<file path="config.mk">
export PLATFORM = sky130hd
export DESIGN_NAME = conv_window_feeder
export DESIGN_NICKNAME = d
export VERILOG_FILES = /design/src/rtl/conv_window_feeder.sv
export SDC_FILE = /design/constraint.sdc
export NUM_CORES = 1
export LEC_CHECK = 0
export ABC_AREA = 1
export BUFFER_PORTS_ARGS = -buffer_cell sky130_fd_sc_hd__buf_2
export CORE_MARGIN = 2
export CORE_UTILIZATION = 49
export DETAILED_ROUTE_END_ITERATION = 12
export PLACE_DENSITY = 0.77
export SYNTH_ARGS = -nofsm -noshare
export SYNTH_HDL_FRONTEND = slang
export SYNTH_SLANG_ARGS = --single-unit
</file>
<file path="constraint.sdc">
create_clock -name clk -period 4.4 [get_ports clk]
set_input_delay 1.32 -clock clk [delete_from_list [all_inputs] [get_ports clk]]
set_output_delay 1.32 -clock clk [all_outputs]
set_load 0.02 [all_outputs]
</file>
<file path="src/rtl/conv_window_feeder.sv">
// Input-side sequencer for the convolution engine: walks every valid 3x3 window
// of the image memory, loads it into win0..win8 and launches one convolution per window.
//
// state  | meaning
// IDLE   | waiting for start
// FETCH  | 9 reads plus one drain cycle fill the window registers (k = 0..9)
// LAUNCH | one-cycle conv_start pulse
// WAIT   | window held until the engine's save_rstl
// NEXT   | step to the following output position
// FIN    | one-cycle done pulse, busy drops
`timescale 1ns/1ps
module conv_window_feeder #(
  parameter int DATA_W = 16,
  parameter int IMG_W  = 28,
  parameter int IMG_H  = 28,
  parameter int ADDR_W = 10,
  parameter int IDX_W  = 5
) (
  input  logic              clk,
  input  logic              rst,
  input  logic              start,
  output logic              busy,
  output logic              done,
  output logic [ADDR_W-1:0] img_raddr,
  input  logic [DATA_W-1:0] img_rdata,
  output logic [DATA_W-1:0] win0,
  output logic [DATA_W-1:0] win1,
  output logic [DATA_W-1:0] win2,
  output logic [DATA_W-1:0] win3,
  output logic [DATA_W-1:0] win4,
  output logic [DATA_W-1:0] win5,
  output logic [DATA_W-1:0] win6,
  output logic [DATA_W-1:0] win7,
  output logic [DATA_W-1:0] win8,
  output logic              conv_start,
  input  logic              save_rstl,
  output logic [IDX_W-1:0]  out_row,
  output logic [IDX_W-1:0]  out_col
);

  localparam logic [2:0] S_IDLE   = 3'd0;
  localparam logic [2:0] S_FETCH  = 3'd1;
  localparam logic [2:0] S_LAUNCH = 3'd2;
  localparam logic [2:0] S_WAIT   = 3'd3;
  localparam logic [2:0] S_NEXT   = 3'd4;
  localparam logic [2:0] S_FIN    = 3'd5;

  localparam int AW1 = ADDR_W + 1;
  localparam logic [IDX_W-1:0] COL_MAX = IDX_W'(IMG_W - 3);
  localparam logic [IDX_W-1:0] ROW_MAX = IDX_W'(IMG_H - 3);

  logic [2:0]        state_q, state_d;
  logic [3:0]        k_q, k_d;
  logic [IDX_W-1:0]  row_q, row_d, col_q, col_d;
  logic [ADDR_W-1:0] raddr_q, raddr_d;
  logic [DATA_W-1:0] win_q [9];
  logic [DATA_W-1:0] win_d [9];

  // Address of window pixel k at (row, col); computed one bit wider, then truncated.
  function automatic logic [ADDR_W-1:0] pix_addr(input logic [IDX_W-1:0] row,
                                                 input logic [IDX_W-1:0] col,
                                                 input logic [3:0]       k);
    logic [1:0]   dr, dc;
    logic [AW1-1:0] a;
    case (k)
      4'd0, 4'd1, 4'd2: dr = 2'd0;
      4'd3, 4'd4, 4'd5: dr = 2'd1;
      default:          dr = 2'd2;
    endcase
    case (k)
      4'd0, 4'd3, 4'd6: dc = 2'd0;
      4'd1, 4'd4, 4'd7: dc = 2'd1;
      default:          dc = 2'd2;
    endcase
    a = (AW1'(row) + AW1'(dr)) * AW1'(IMG_W) + AW1'(col) + AW1'(dc);
    return a[ADDR_W-1:0];
  endfunction

  always_comb begin
    state_d = state_q;
    k_d     = k_q;
    row_d   = row_q;
    col_d   = col_q;
    raddr_d = raddr_q;
    win_d   = win_q;
    case (state_q)
      S_IDLE: begin
        if (start) begin
          state_d = S_FETCH;
          k_d     = 4'd0;
          row_d   = '0;
          col_d   = '0;
          raddr_d = pix_addr('0, '0, 4'd0);
        end
      end
      S_FETCH: begin
        // read data lags the address by one cycle, so cycle k fills win[k-1]
        for (int i = 0; i < 9; i++) begin
          if (k_q == 4'(i + 1)) win_d[i] = img_rdata;
        end
        if (k_q < 4'd8) raddr_d = pix_addr(row_q, col_q, k_q + 4'd1);
        if (k_q == 4'd9) state_d = S_LAUNCH;
        else             k_d = k_q + 4'd1;
      end
      S_LAUNCH: state_d = S_WAIT;
      S_WAIT: begin
        if (save_rstl) state_d = S_NEXT;
      end
      S_NEXT: begin
        if (row_q == ROW_MAX && col_q == COL_MAX) begin
          state_d = S_FIN;
        end else begin
          if (col_q < COL_MAX) begin
            col_d = col_q + 1'b1;
          end else begin
            col_d = '0;
            if (row_q < ROW_MAX) row_d = row_q + 1'b1;
          end
          k_d     = 4'd0;
          raddr_d = pix_addr(row_d, col_d, 4'd0);
          state_d = S_FETCH;
        end
      end
      S_FIN:   state_d = S_IDLE;
      default: state_d = S_IDLE;
    endcase
  end

  always_ff @(posedge clk) begin
    if (rst) begin
      state_q <= S_IDLE;
      k_q     <= '0;
      row_q   <= '0;
      col_q   <= '0;
      raddr_q <= '0;
      for (int i = 0; i < 9; i++) win_q[i] <= '0;
    end else begin
      state_q <= state_d;
      k_q     <= k_d;
      row_q   <= row_d;
      col_q   <= col_d;
      raddr_q <= raddr_d;
      for (int i = 0; i < 9; i++) win_q[i] <= win_d[i];
    end
  end

  assign busy       = (state_q == S_FETCH) || (state_q == S_LAUNCH) ||
                      (state_q == S_WAIT)  || (state_q == S_NEXT);
  assign done       = (state_q == S_FIN);
  assign conv_start = (state_q == S_LAUNCH);
  assign img_raddr  = raddr_q;
  assign out_row    = row_q;
  assign out_col    = col_q;
  assign win0 = win_q[0];
  assign win1 = win_q[1];
  assign win2 = win_q[2];
  assign win3 = win_q[3];
  assign win4 = win_q[4];
  assign win5 = win_q[5];
  assign win6 = win_q[6];
  assign win7 = win_q[7];
  assign win8 = win_q[8];

endmodule

</file>
[Word level (Yosys, flattened, before mapping)]
Index checks and enable logic that the tools add are counted.
W data, S select, Z words.
Storage, ports and cells
  flip-flop bits (word level): 171
  output and inout port bits: 167
  bits of input ports: 20
Operators by class
  reductions and logical operators: 25
  magnitude comparators: 3
  equality and inequality tests: 29
  add/sub/neg operators: 9
  multiplexer cells: 33
  multipliers: 2
Operators with widths (number)
  $mux W5: 10
  $eq A4 B3 Y1 const B: 8
  $mux W10: 3
  $pmux W10 S3: 1
  $add A10 B2 Y10: 2
  $add A10 B5 Y10: 2
  $pmux W5 S2: 2
  $reduce_and A2 Y1: 9
  $eq A4 B2 Y1 const B: 4
  $mul A6 B3 Y8 const B: 2
  $pmux W3 S5: 1
  $add A5 B2 Y6: 2
  $mux W2: 6
  $mux W3: 4
  $mux W4: 3
  $ne A2 B2 Y1 const B: 6
  $pmux W4 S3: 1
  $reduce_or A3 Y1: 4
  $add A5 B1 Y5 const B: 2
  $eq A5 B5 Y1 const B: 2
  $lt A5 B5 Y1 const B: 2
  $eq A4 B1 Y1 const B: 2
  $eq A4 B4 Y1 const B: 2
  $pmux W2 S2: 2
  other kinds (13): 19

[Longest topological paths before layout]
Gate-level depths: netlist (run 1).
  depth in word-level cells: 12
  mapped depth: 29

[Worst setup path after synthesis (run 1)]
OpenSTA, ideal clock, no wires.
  path kind: reg2reg
  from: register k_q[2]
  to: register raddr_q[8], in the netlist img_raddr[8]
  stages on the path, launching flop included: 26
  slack: 0.305 ns
  arrival time: 3.986 ns
  cell sequence: dfxtp_1 nand3_1 xor2_1 inv_1 nor2_1 inv_2 o22ai_1 ha_1 inv_1 fa_1 or2_2 xor2_1 inv_1 xor2_1 inv_1 ha_1 ha_1 or2_2 nand3_1 nand2_1 nor2_1 nand3_1 nand3_1 nand3_1 nand2_1 inv_1
Between the ends
  longest elaborated chain between the ends: 12
  elaborated cells on any way between the ends: 28
Ends and longest elaborated chain
  start, declared: line 53  | logic [3:0] k_q, k_d;
  start signal, assigned: line 139  | k_q <= k_d;
  $add A4 B1 Y4: line 101  | if (k_q < 4'd8) raddr_d = pix_addr(row_q, col_q, k_q + 4'd1);
  $eq A4 B3 Y1, or another cell as far along: line 65, 70
  $reduce_or A3 Y1: line 65  | case (k)
  $pmux W2 S2: line 65
  $mux W2: line 101
  $mux W2: line 86  | case (state_q)
  $add A5 B2 Y6: line 75  | a = (AW1'(row) + AW1'(dr)) * AW1'(IMG_W) + AW1'(col) + AW1'(dc);
  $mul A6 B3 Y8: line 75
  $add A10 B5 Y10: line 75
  $add A10 B2 Y10: line 75
  $mux W10: line 101
  $pmux W10 S3: line 86
  end signal, assigned: line 142  | raddr_q <= raddr_d;
  end, declared: line 55  | logic [ADDR_W-1:0] raddr_q, raddr_d;
Several ways; a longest one is shown, not always the timed one. The select of a mux whose other input is x is not followed.
A chain may end at the register's enable or synchronous reset.

[Worst setup path in the final report (run 1)]
  from: register k_q[0]
  to: register raddr_q[8], in the netlist img_raddr[8]
The elaborated chain is that of the path after synthesis.

==> metrics.md, run 1 <==
| Metric | Value |
|---|---|
| Worst EP arrival | `4.41 ns` |
| Fin crit period | `4.08 ns` |
| GR Util All Layers | `27.0%` |
| Final net count | `1,322` |
| Synth Net Count | `1,160` |
| Routed WL | `23,700 um` |
| Hpwl dp | `16,400 um` |
| DRC viols | `0` |
| Max frequency | `245 MHz` |
| Initial antenna violation count | `0` |
| Xor/xnor share of the synthesized area | `1.31%` |
| Number of primary I/O pins | `187` |
| Finish-stage setup viols | `0` |
| Placer Congestion | `0.971` |
| Hold crit path type | `flop to flop` |
| Vias/cell | `5.26` |
| Average size of a mapped cell | `7.32 um^2` |
| Largest net degree at the start of global routing | `112` |
| Post-synth EDFFs | `0` |
| CTS root buf | `clkbuf_16` |
| Port bufs | `186` |
| Htree depth | `4` |
| Pre-antenna DRT Iters | `5` |
| Logic pwr share | `20.5%` |
| Die extent in x | `132 um` |
| Max Slew Vio Count | `0` |
| CP required | `4.73 ns` |
| Chip height | `132 um` |
| Max cap viols | `0` |
| First-pass GRT wire length | `37,900 um` |
| Synth async-reset ratio | `0%` |
| Cell Area, Synth | `8000 um^2` |
| Crit Path Max Fanout | `7` |
| Commonest non-fill, non-tap cell in the layout | `nor2_1` |
| Min-Delay Path Depth | `2` |
| Starting Density | `50.2%` |
| DR iter-0 viols | `579` |
| Seq pwr share | `41.6%` |
| Clock skew | `0.0101 ns` |
| Clock Power Share | `37.9%` |
| Net Sw Frac | `33.7%` |
| Reg clk slew, reported paths | `0.07 ns` |
| Nature of the critical path endpoint | `flop` |
| Tcrit/Tclk final | `92.7%` |
| Num rows | `46` |
| Min Hold Slack | `0.463 ns` |
| GRT overflow | `0` |
| Cell Count, Final, Fillers Out | `1,485` |
| Area growth syn-to-layout | `23.0%` |
| Largest family of logic cells by synthesized area | `simple AND/OR/NAND/NOR gates` |
| Setup TNS | `0 ns` |
| Die area | `17,400 um^2` |
| Reg2reg path depth | `24` |
| Slew @ Worst Pin | `1.08 ns` |
| Final core utilization | `61.7%` |
| Flop and latch count out of synthesis | `171` |
| CP Launch Type | `flop` |
| Mapped Cells | `1,094` |
| Share of layout cells above drive strength 1 | `23.4%` |
| Max_slew headroom | `27.7%` |
| R2r setup slk | `0.32 ns` |
| Yosys warns | `0` |
| Register area share after synthesis | `42.8%` |
| Post-synth cell types | `40` |
| Maximum VDD drop | `0.300 mV` |
| Switching pwr | `1.38 mW` |
| Worst skew pair latency | `0.43 ns` |
| Compound-Gate Fraction of Synth Area | `14.7%` |
| # clock sinks | `171` |
| Hold buffers post-CTS | `0` |
| Adder-Cell Fraction of Synth Area | `8.13%` |
| Post-synthesis simple-gate area fraction | `25.3%` |
| Core ar. | `15,900 um^2` |
| Int Power | `2.71 mW` |
| Cell Pwr Density | `415 nW/um^2` |
| Mux cell area share after synthesis | `0%` |
| CTS tree | `done` |
| Commonest cells after routing, fill and taps aside | `nor2_1 (322), buf_2 (186), dfxtp_1 (168)` |
| Via count | `7,817` |
| Cts bufs inserted | `17` |
| Number of global-route vias before repair | `7,280` |
| ANT nets after route | `0` |
| Placed cells | `1,449` |
| Pwr Total | `4.08 mW` |
| Most used DFF post-synth | `dfxtp_1` |
| Avg WL per Cell | `16.0 um` |
| Hold Fails Final Rpt | `0` |
| Static leakage power | `5.16 nW` |
| N_diodes | `0` |
| Outcome | `finished clean` |
| Clock Path Buffers | `2` |
| Kind of critical path | `flop to flop` |
==> flip-flops by register name, indices dropped and copies added, names as in the netlist <==
signal / cells
win0: 16
win6: 16
win2: 16
win1: 16
img_raddr: 10
state_q: 3
win7: 16
out_col: 5
win4: 16
k_q: 4
win8: 16
win5: 16
out_row: 5
win3: 16
==> kinds of logic after synthesis <==
family | after synthesis
AO/OA/AOI/OAI | 225
XOR/XNOR | 12
adder cells (fa/ha/maj) | 46
buffers and inverters | 152
flip-flops | 171
AND/OR/NAND/NOR | 488
==> Yosys cell counts, types with 5 or more instances <==
cell type | number | area (um^2)
nand2_1 | 96 | 360
a21oi_1 | 37 | 185
xor2_1 | 8 | 70.1
inv_2 | 19 | 71.3
fa_1 | 10 | 200
nand3_1 | 39 | 195
buf_4 | 9 | 67.6
buf_1 | 17 | 63.8
nor3_2 | 5 | 50.1
ha_1 | 36 | 450
buf_2 | 8 | 40.0
inv_1 | 77 | 289
nor2_1 | 326 | 1220
clkbuf_1 | 20 | 75.1
dfxtp_1 | 171 | 3420
o21ai_0 | 111 | 556
o21ai_1 | 55 | 275
==> metrics by stage <==
stage          area, um^2  setup slack (ns)
2_1_floorplan        8000             0.305
3_3_place_gp         9020             0.111
3_5_place_dp         9020            -0.110
4_1_cts              9670            0.0143
5_1_grt              9840           -0.0246
6_report             9840             0.323
==> path summary, 6_finish.rpt <==
check / start / endpoint
worst min register to register: img_raddr[2] / img_raddr[2]
worst max register to register: k_q[0] / img_raddr[8]
worst min-delay path: img_raddr[2] / img_raddr[2]
worst max-delay path: k_q[0] / img_raddr[8]
==> per-layer routing <==
layer	vias up	wire length, um	global-route usage, %
met2	308	11200	44.2
met1	3630	10500	36.6
met5	-	0	0
met3	42	1460	4.19
li1	3837	-	-
met4	0	586	9.36
==> power by group through the flow <==
stage | registers, mW | logic, mW | clock network, mW
final | 1.70 | 0.838 | 1.55
after global placement | 1.73 | 0.794 | 0
after floorplan | 1.81 | 0.495 | 0
after detailed placement | 1.73 | 0.808 | 0
after global routing | 1.71 | 0.924 | 1.63
after CTS | 1.69 | 0.813 | 1.57
==> what timing repair did <==
action | CTS | global route
resized for setup | 3 | 32
buffers inserted | 0 | 4
endpoints found under the setup margin | 3 | 5
pin swaps | 0 | 2
==> cell type report <==
type	count	area [um^2]
inverter	96	362
sequential	171	3430
multi-input combinational	771	4110
fill	1433	6100
clock inverter	15	205
timing repair buffer	199	1040
tap	216	270
clock buffer	17	425
==> critical path, cell delays in order (launching register included) <==
cell	delay, ns
dfxtp_4	0.37
ha_4	0.18
xor2_4	0.19
nor2_2	0.12
inv_2	0.07
o22ai_4	0.11
ha_2	0.20
inv_1	0.06
fa_2	0.37
or2_2	0.33
xor2_2	0.19
inv_2	0.07
xor2_1	0.15
inv_1	0.06
ha_1	0.31
ha_4	0.27
or2_2	0.30
nand3_1	0.09
nand2_1	0.08
nor2_2	0.12
nand3_1	0.07
nand3_1	0.08
nand3_1	0.07
nand2_1	0.06
inv_1	0.03
Power figures use the tool's default switching activity.
==> run 2, diff against run 1 <==
--- a/config.mk
+++ b/config.mk
@@ -5,12 +5,12 @@
 export SDC_FILE = /design/constraint.sdc
 export NUM_CORES = 1
 export LEC_CHECK = 0
-export ABC_AREA = 1
+export ABC_AREA = 0
 export BUFFER_PORTS_ARGS = -buffer_cell sky130_fd_sc_hd__buf_2
 export CORE_MARGIN = 2
 export CORE_UTILIZATION = 49
 export DETAILED_ROUTE_END_ITERATION = 12
-export PLACE_DENSITY = 0.77
+export PLACE_DENSITY = 0.76
 export SYNTH_ARGS = -nofsm -noshare
 export SYNTH_HDL_FRONTEND = slang
 export SYNTH_SLANG_ARGS = --single-unit
==> run 2 against run 1 <==
Compared with the run above:
- clock-buffer cell count is 1 higher
- worst setup slack worse by 0.27 ns
- largest power group unchanged
- flip-flop and latch count unchanged
- critical endpoint is now img_raddr[9]
- die area up 2.7%
- combinational power shrank 73%
==> metrics.md, run 2 <==
| Metric | Value |
|---|---|
| CP Launch Type | `flop` |
| ANT nets after route | `0 (unchanged)` |
| Min-Delay Path Depth | `2 (unchanged)` |
| N_diodes | `0 (unchanged)` |
| Cell Count, Final, Fillers Out | `1,384 (-6.8%)` |
| Hold Fails Final Rpt | `0 (unchanged)` |
| GR Util All Layers | `25.6% (-1.4 points)` |
| Post-synth cell types | `59 (+48%)` |
| Htree depth | `4 (unchanged)` |
| Chip height | `134 um (+1.3%)` |
| Tcrit/Tclk final | `98.8% (+6.1 points)` |
| Vias/cell | `5.39 (+2.4%)` |
| Worst EP arrival | `4.60 ns (+0.19 ns)` |
| Avg WL per Cell | `16.8 um (+5.2%)` |
| Worst setup slack after layout | `0.0543 ns (-0.269 ns)` |
| Average size of a mapped cell | `8.23 um^2 (+13%)` |
| Reg-to-Reg Start | `k_q[0]` |
| Crit. Startpoint | `k_q[0]` |
| Setup TNS | `0 ns (unchanged)` |
| DRC viols | `0 (unchanged)` |
| Most used DFF post-synth | `dfxtp_1` |
| Core ar. | `16,500 um^2 (+3.6%)` |
| DR iter-0 viols | `594 (+2.6%)` |
| Static leakage power | `4.21 nW (-18%)` |
| Outcome | `finished clean` |
| Post-synth top cells | `nand2_1 (311), dfxtp_1 (171), a21oi_1 (127), nor2_1 (46), a21oi_2 (41)` |
| Finish-stage setup viols | `0 (unchanged)` |
| Port bufs | `186 (unchanged)` |
| WHS Endpoint | `win5[5]` |
| Cts bufs inserted | `17 (unchanged)` |
| Die extent in x | `134 um (+1.3%)` |
| # clock sinks | `171 (unchanged)` |
| Commonest cells after routing, fill and taps aside | `nand2_1 (311), buf_2 (185), dfxtp_1 (168)` |
| Min Hold Slack | `0.451 ns (-0.0121 ns)` |
| Via count | `7,463 (-4.5%)` |
| Clock skew | `0.0124 ns (+0.00236 ns)` |
| Slew @ Worst Pin | `0.842 ns (-0.236 ns)` |
| Area growth syn-to-layout | `19.7%` |
| Yosys warns | `0 (unchanged)` |
| Post-synth EDFFs | `0 (unchanged)` |
| Routed WL | `23,200 um (-2.0%)` |
| Clock Path Buffers | `2 (unchanged)` |
| Hold crit path type | `flop to flop` |
| Final net count | `1,219 (-7.8%)` |
| Die area | `17,800 um^2 (+2.7%)` |
| Max frequency | `230 MHz (-6.2%)` |
| Number of primary I/O pins | `187 (unchanged)` |
| Final instance area | `9850 um^2 (about the same)` |
| Synth top area share | `41.6% (-1.2 points)` |
| Commonest non-fill, non-tap cell in the layout | `nand2_1` |
| Max_slew headroom | `43.7% (+16 points)` |
| Reg clk slew, reported paths | `0.06 ns (about the same)` |
| Placed cells | `1,350 (-6.8%)` |
| Crit Path Max Fanout | `7 (unchanged)` |
| Final core utilization | `59.6% (-2.1 points)` |
| Num rows | `47 (+2.2%)` |
| CP required | `4.66 ns (-0.07 ns)` |
| Nature of the critical path endpoint | `flop` |
| Worst skew pair latency | `0.43 ns (about the same)` |
| Mapped Cells | `999 (-8.7%)` |
| R2R Path End | `img_raddr[9]` |
| Share of layout cells above drive strength 1 | `28.0% (+4.6 points)` |
| Pwr Total | `3.38 mW (-17%)` |
| Register area share after synthesis | `41.6% (-1.2 points)` |
| Initial antenna violation count | `0 (unchanged)` |
| Max Slew Vio Count | `0 (unchanged)` |
| Hold wc startpoint | `win5[5]` |
| R2r setup slk | `0.05 ns (-0.27 ns)` |
| Cell Area, Synth | `8230 um^2 (+2.8%)` |
| Placed cell areas | `9070 um^2 (+0.55%)` |
| Flop and latch count out of synthesis | `171 (unchanged)` |
| Synth Net Count | `1,065 (-8.2%)` |
| Starting Density | `49.8% (-0.41 points)` |
| CTS tree | `done` |
| First-pass GRT wire length | `36,100 um (-4.7%)` |
| Pre-CTS setup slack | `-0.0252 ns (+0.0846 ns)` |
| Number of global-route vias before repair | `6,790 (-6.7%)` |
| GRT overflow | `0 (unchanged)` |
| RSZ-0062 raised after global routing | `yes` |
| Reg2reg path depth | `18 (-25%)` |
| Max cap viols | `0 (unchanged)` |
| Cell Pwr Density | `343 nW/um^2 (-17%)` |
| Cell taking the most area after synthesis | `dfxtp_1` |
| Placer Congestion | `0.859 (-11%)` |
| Pre-antenna DRT Iters | `4 (-1)` |
| Top-count cell post-synth | `nand2_1` |
| Hpwl dp | `15,800 um (-4.1%)` |
| Maximum VDD drop | `0.266 mV (-11%)` |
| CTS root buf | `clkbuf_16` |
| Kind of critical path | `flop to flop` |
| Largest net degree at the start of global routing | `92 (-18%)` |
| Main area contributors after synthesis | `dfxtp_1 (42%), nand2_1 (14%), a21oi_1 (7.7%), ha_1 (5.5%), a21oi_2 (4.4%)` |
| Synth async-reset ratio | `0% (unchanged)` |
| Fin crit period | `4.35 ns (+0.269 ns)` |
-- run 2: kinds of logic after synthesis --
group	count (synthesis)	synth area share (%)
AND/OR/NAND/NOR	415	21.2
adder cells (fa/ha/maj)	46	7.91
XOR/XNOR	23	2.45
buffers and inverters	104	7.73
flip-flops	171	41.6
multiplexers	2	0.243
AO/OA/AOI/OAI	238	18.9
-- run 2: area by class of cell --
class                           count  area (um^2)
Clock buffer                       18          439
Clock inverter                     12          173
Fill cell                        1494         6680
Inverter                           29          111
Multi-Input combinational cell    724         4300
Sequential cell                   171         3430
Tap cell                          220          275
Timing Repair Buffer              210         1120
-- run 2: routing by layer --
metal  global-route usage, %  share of wire, %  vias up
li1                        -                 -     3616
met1                    35.3                44     3529
met2                    39.4                47      282
met3                    5.97               6.8       36
met4                    9.28               2.1        0
met5                       0                 0        -
-- run 2: worst max path at each step --
stage | to | depth (start not counted)
finish | img_raddr[9] | 18
global route | img_raddr[9] | 18
CTS | img_raddr[9] | 18
detailed placement | img_raddr[9] | 18
global placement | img_raddr[9] | 18
floorplan | img_raddr[9] | 17
-- run 2: what timing repair did --
action	in CTS	in global routing
pin swaps	0	15
resized for setup	1	31
setup buffers	0	4
hold buffers	0	0
endpoints found under the setup margin	1	4
-- run 2: critical path: stages, from the launching register on --
cell and delay, ns:
dfxtp_4 0.38, ha_4 0.18, xor2_2 0.15, buf_4 0.16, a211oi_2 0.23, ha_2 0.23, inv_2 0.06, fa_2 0.46
xnor2_4 0.18, fa_1 0.52, ha_2 0.19, inv_2 0.04, fa_2 0.38, nand2b_4 0.16, a21oi_4 0.17, xnor2_2 0.12
o31a_1 0.30, o21ai_1 0.16, a311oi_2 0.10
-- run 2: report_power, final --
part	switching, mW	total (mW)	internal [mW]
logic	0.161	0.228	0.0667
clock network	0.654	1.58	0.922
registers	0.0137	1.58	1.56
